### src/rtl/speck_pkg.sv
// Shared widths, round count and FSM encoding for the SPECK128/128 decrypt sequencer.
package speck_pkg;
  localparam int WORD_W          = 64;
  localparam int BLOCK_W         = 128;
  localparam int SPECK128_ROUNDS = 32;
  localparam int DEFAULT_TIMEOUT = 15;

  typedef enum logic [2:0] {
    ST_IDLE       = 3'd0,
    ST_ISSUE      = 3'd1,
    ST_WAIT_ROUND = 3'd2,
    ST_DONE       = 3'd3,
    ST_ERROR      = 3'd4
  } seq_state_e;
endpackage

### src/rtl/speck_subkey_rf.sv
// Round subkey storage: one write port, one combinational read port, cleared on reset.
module speck_subkey_rf
  import speck_pkg::*;
#(
  parameter int DEPTH = SPECK128_ROUNDS
) (
  input  logic              clk_i,
  input  logic              rst_ni,
  input  logic              wr_en_i,
  input  logic [4:0]        wr_addr_i,
  input  logic [WORD_W-1:0] wr_data_i,
  input  logic [4:0]        rd_addr_i,
  output logic [WORD_W-1:0] rd_data_o
);

  logic [WORD_W-1:0] mem_q [DEPTH];

  always_ff @(posedge clk_i or negedge rst_ni) begin
    if (!rst_ni) begin
      for (int i = 0; i < DEPTH; i++) mem_q[i] <= '0;
    end else if (wr_en_i && (32'(wr_addr_i) < DEPTH)) begin
      mem_q[wr_addr_i] <= wr_data_i;
    end
  end

  assign rd_data_o = (32'(rd_addr_i) < DEPTH) ? mem_q[rd_addr_i] : '0;

endmodule

### src/rtl/speck_decrypt_sequencer.sv
// Multi-round controller driving an external SPECK128/128 decryption round core,
// applying subkeys from the last round down to round 0.
module speck_decrypt_sequencer
  import speck_pkg::*;
#(
  parameter int ROUNDS  = SPECK128_ROUNDS,
  parameter int TIMEOUT = DEFAULT_TIMEOUT
) (
  input  logic               clk,
  input  logic               rst_n,
  input  logic               key_wr_en,
  input  logic [4:0]         key_wr_addr,
  input  logic [WORD_W-1:0]  key_wr_data,
  input  logic               in_valid,
  output logic               in_ready,
  input  logic [BLOCK_W-1:0] in_data,
  output logic               out_valid,
  input  logic               out_ready,
  output logic [BLOCK_W-1:0] out_data,
  output logic               busy,
  output logic [4:0]         round_idx,
  output logic               error,
  input  logic               err_clr,
  output logic               core_start,
  output logic [WORD_W-1:0]  core_subkey,
  output logic [BLOCK_W-1:0] core_ciphertext,
  input  logic [BLOCK_W-1:0] core_plaintext,
  input  logic               core_finished,
  input  logic [3:0]         core_state
);

  localparam int TW = $clog2(TIMEOUT + 1);

  seq_state_e         state_q, state_d;
  logic [BLOCK_W-1:0] data_q, data_d;
  logic [4:0]         idx_q, idx_d;
  logic [TW-1:0]      tmo_q, tmo_d;
  logic               error_q, error_d;
  logic               live_q;
  logic               rf_we;
  logic [WORD_W-1:0]  rf_rdata;

  // The key file is frozen for the whole transaction, including ERROR.
  assign rf_we = key_wr_en && (state_q == ST_IDLE);

  speck_subkey_rf #(.DEPTH(ROUNDS)) u_subkey_rf (
    .clk_i     (clk),
    .rst_ni    (rst_n),
    .wr_en_i   (rf_we),
    .wr_addr_i (key_wr_addr),
    .wr_data_i (key_wr_data),
    .rd_addr_i (idx_q),
    .rd_data_o (rf_rdata)
  );

  // live_q keeps in_ready low during reset and for the first cycle after it.
  always_ff @(posedge clk or negedge rst_n) begin
    if (!rst_n) begin
      state_q <= ST_IDLE;
      data_q  <= '0;
      idx_q   <= '0;
      tmo_q   <= '0;
      error_q <= 1'b0;
      live_q  <= 1'b0;
    end else begin
      state_q <= state_d;
      data_q  <= data_d;
      idx_q   <= idx_d;
      tmo_q   <= tmo_d;
      error_q <= error_d;
      live_q  <= 1'b1;
    end
  end

  always_comb begin
    state_d = state_q;
    data_d  = data_q;
    idx_d   = idx_q;
    tmo_d   = tmo_q;
    error_d = error_q;
    case (state_q)
      ST_IDLE: begin
        if (in_valid && live_q) begin
          data_d  = in_data;
          idx_d   = 5'(ROUNDS - 1);
          state_d = ST_ISSUE;
        end
      end
      ST_ISSUE: begin
        if (core_state == 4'd0) begin
          tmo_d   = '0;
          state_d = ST_WAIT_ROUND;
        end
      end
      ST_WAIT_ROUND: begin
        tmo_d = tmo_q + TW'(1);
        // A finish arriving on the timeout cycle still counts as a good round.
        if (core_finished) begin
          data_d = core_plaintext;
          if (idx_q == 5'd0) begin
            state_d = ST_DONE;
          end else begin
            idx_d   = idx_q - 5'd1;
            state_d = ST_ISSUE;
          end
        end else if ((32'(tmo_q) + 32'd1) >= TIMEOUT) begin
          error_d = 1'b1;
          state_d = ST_ERROR;
        end
      end
      ST_DONE: begin
        if (out_ready) state_d = ST_IDLE;
      end
      ST_ERROR: begin
        if (err_clr) begin
          error_d = 1'b0;
          state_d = ST_IDLE;
        end
      end
      default: state_d = ST_IDLE;
    endcase
  end

  always_comb begin
    in_ready   = 1'b0;
    busy       = 1'b1;
    out_valid  = 1'b0;
    out_data   = '0;
    core_start = 1'b0;
    case (state_q)
      ST_IDLE: begin
        in_ready = live_q;
        busy     = 1'b0;
      end
      ST_ISSUE: core_start = (core_state == 4'd0);
      ST_DONE: begin
        out_valid = 1'b1;
        out_data  = data_q;
      end
      default: ;
    endcase
  end

  assign round_idx       = idx_q;
  assign error           = error_q;
  assign core_subkey     = rf_rdata;
  assign core_ciphertext = data_q;

endmodule
### config.mk
export PLATFORM = sky130hd
export DESIGN_NAME = speck_decrypt_sequencer
export DESIGN_NICKNAME = d
export VERILOG_FILES = /design/src/rtl/speck_pkg.sv /design/src/rtl/speck_subkey_rf.sv /design/src/rtl/speck_decrypt_sequencer.sv
export SDC_FILE = /design/constraint.sdc
export NUM_CORES = 2
export LEC_CHECK = 0
export ABC_AREA = 1
export CORE_MARGIN = 10
export CORE_UTILIZATION = 35
export CTS_CLUSTER_SIZE = 28
export DETAILED_ROUTE_END_ITERATION = 7
export GPL_TIMING_DRIVEN = 0
export PLACE_DENSITY = 0.52
export SYNTH_ARGS = -nofsm -noshare
export SYNTH_HDL_FRONTEND = slang
export SYNTH_SLANG_ARGS = --single-unit
### constraint.sdc
create_clock -name clk -period 2.3 [get_ports clk]
set_clock_uncertainty 0.15 [all_clocks]
set_input_delay 0.345 -clock clk [delete_from_list [all_inputs] [get_ports clk]]
set_output_delay 0.345 -clock clk [all_outputs]
set_load 0.02 [all_outputs]
==> results.yml <==
outcome:
  status: "finished, violations left"
  violations: "max-capacitance violations, max-slew violations, negative setup slack"
cells_and_area:
  fillerInstances: 31800
  stdcell_area_um2: 135000
  drive_gt1_frac: 0.0922
  area_delta_synth_final_pct: 27.1
  nets: 16300
  ff_latch_area_um2: 54800
  multi_input_area_um2: 42600
critical_path:
  r2r_end: "u_subkey_rf.mem_q[532]$_DFFE_PN0P_"
  worstPathMaxFanout: 8
  worst_r2r_startpoint: "state_q[0]$_DFFE_PN0P_"
  rr_worst_depth: 9
  cp-end-kind: "output pin"
  worst_ep_arrival_time_ns: 3.27
  r2r_slack_ns: -1.12
  cp-start-kind: "register"
  critPathRequiredTime_ns: 1.80
  crit_type: "register to output pin"
logic_synthesis:
  yosys-top-cells-count: "5820 x nand2_1, 2190 x dfrtp_1, 1906 x o21ai_0"
  synthTopCellsByArea: "dfrtp_1 52%, nand2_1 21%, o21ai_0 9.0%"
  synthFlopType: "dfrtp_1"
  syn_area_per_cell_um2: 7.22
  synth_most_common_cell: "nand2_1"
  ys_warn_count: 0
  synth_top_area_share: 0.517
  yosys.area.top_type: "dfrtp_1"
  ys_ff_latch: 2190
  ys_seq_area_frac: 0.517
  synth_edf_count: 0
  syn_nets: 15000
  ys_types: 27
  synthArstFlopShare: 1.00
  syn_area_um2: 106000
  syn_inst: 14700
placed_design:
  place_hpwl_um: 396000
  dpl_cell_area_um2: 119000
  port-buffer-count: 663
  gp_congestion: 0.950
global_routing:
  grt_usage: 0.312
  grt_start_max_net_pins: 166
  grt-ovfl-total: 0
  grt_pass1_vias: 98900
  antenna_found_initial: 63
  grt_pass1_wl_um: 741000
min_path:
  hold_path_class: "input pin to register"
  min_to: "u_subkey_rf.mem_q[639]$_DFFE_PN0P_"
  hold_path_startpoint: "key_wr_addr[4]"
  hold-path-cell-count: 5
detailed_routing:
  wl_per_cell_um: 26.3
  first_iter_violations: 12500
  first_pass_iters: 6
  vias: 106000
  drtAntennaViolNets: 0
  viasPerCell: 5.24
  route.detailed.drc: 0
  wirelength_um: 531000
sta:
  slew_viol_final: 11
  timing.final.ws_setup_ns: -1.47
  clock.fmax_mhz: 265
  final-setup-viol-count: 3130
  worstMarginPinSlew_ns: 1.52
  hold_viol_final: 0
  period_minus_slack_ns: 3.77
  max-slew-margin-rel: -0.0156
  rsz0062_at_grt: "true"
  period_share: 1.64
clock_network:
  cts_tree: "done"
  cts_inserted_buffers: 266
  cts_max_path_buffers: 4
  cts.clk_slew.worst_paths_ns: 0.06
  h-tree-depth: 5
  root_buffer: "clkbuf_16"
  cts_sinks: 2190
  worstSkewPairLatency_ns: 0.93
pwr:
  totalPowerFinal_mw: 189
  powerDensity_nw_per_um2: 1400
  leakagePower_nw: 64.6
  ir_drop_mv: 0.835
floorplan:
  coreArea_um2: 302000
  io_pins: 666
  die_area_um2: 325000
  initial_core_util: 0.351
  row_count: 202
  die-width_um: 570
  die_h_um: 570
run:
  max_cap_violations: 2
==> where the power goes <==
group | total (mW) | switching [mW] | internal (mW)
clock network | 43.8 | 18.3 | 25.5
registers | 54.4 | 5.51 | 48.9
logic | 90.4 | 61.3 | 29.1
total | 189 | 85.1 | 103
==> final cells by class <==
class                      instances  area share
timing repair inverter             1   0.0000835
clock inverter                    85     0.00821
clock buffer                     378      0.0575
antenna                           49    0.000909
sequential                      2190       0.406
multi-input combinational       9792       0.316
timing repair buffer             989      0.0801
inverter                        1564      0.0440
buffer                          1134      0.0501
tap                             3978      0.0369
==> timing repair <==
action                                  in CTS  in global routing
buffers inserted                            13                  6
hold endpoints to repair                   823                651
cloned                                       0                 12
hold buffers                               246                  1
resized for setup                         1347                478
pin swaps                                   63                109
endpoints found under the setup margin    3043               3151
==> cell families after synthesis <==
group                      Yosys count  synth area share
xor gates and xnor gates             3          0.000248
adders and majority gates            3          0.000354
buffers and inverters             2702            0.0975
DFF                               2190             0.517
and+or+nand+nor                   7464             0.276
AOI/OAI and AO/OA                 2321             0.110
other                                1         0.0000354
==> how the worst max path moves through the flow <==
stage               slack (ns)                     start  cells past startpoint                             endpoint
floorplan                 0.02  round_idx[0]$_DFFE_PN0P_                     12                       core_subkey[0]
global placement       -107.76                     rst_n                      1  u_subkey_rf.mem_q[1703]$_DFFE_PN0P_
detailed placement       -2.86  round_idx[1]$_DFFE_PN0P_                     10                      core_subkey[35]
CTS                      -1.47  round_idx[0]$_DFFE_PN0P_                     15                      core_subkey[12]
global route             -1.45  round_idx[0]$_DFFE_PN0P_                     14                      core_subkey[34]
finish                   -1.47  round_idx[0]$_DFFE_PN0P_                     14                      core_subkey[36]
==> registers in the layout, summed over array words and instances (netlist names) <==
signal	count
error	1
core_ciphertext	128
tmo_q	4
live_q	1
u_subkey_rf.mem_q	2048
state_q	3
round_idx	5
==> critical path, cell delays in order (launching register included) <==
cell	delay [ns]
dfrtp_2	0.43
buf_12	0.19
clkinv_16	0.08
clkbuf_16	0.17
buf_16	0.17
buf_16	0.19
buf_8	0.18
nand2_1	0.06
nand3_1	0.06
nand2_1	0.11
nand2_2	0.07
nand3_2	0.08
nor2_2	0.07
nor2_4	0.24
buf_6	0.16
==> routing by layer <==
metal	track usage	vias up	wire, µm
li1	-	47800	-
met1	0.425	52400	223000
met2	0.478	4556	233000
met3	0.0552	924	44000
met4	0.160	8	31300
met5	0	-	57
==> cell usage in the layout, fill, tap and decap left out, types with 19 or more instances in the layout <==
cell type and instances:
a21oi_1 128, buf_12 42, buf_16 33, buf_2 133, buf_4 77, buf_6 90, buf_8 21, clkbuf_1 643
clkbuf_16 301, clkbuf_2 123, clkbuf_4 87, clkbuf_8 96, clkdlybuf4s50_1 570, clkinv_2 43, dfrtp_1 2185, diode_2 49
dlygate4sd2_1 19, dlygate4sd3_1 247, inv_1 1557, nand2_1 5767, nand2_2 48, nand3_1 859, nand3_2 50, nor2_1 443
nor2_2 164, nor2_4 111, o21ai_0 1906, o21ai_1 283
==> per-stage QoR <==
step | hold WS [ns] | TNS, ns | worst slack (ns) | std cells | util
after global routing | 0.0469 | -2380.91 | -1.45 | 20100 | 0.446
after detailed placement | 0.194 | -2971.99 | -2.86 | 19400 | 0.394
after floorplan | -0.101 | 0 | 0.0171 | 14700 | -
final | 0.0380 | -1988.92 | -1.47 | 20200 | 0.446
after CTS | -0.774 | -2067.20 | -1.47 | 20100 | 0.440
after global placement | 0.314 | - | -107.76 | 19300 | 0.390
No activity file was read; power rests on OpenSTA's default activity.
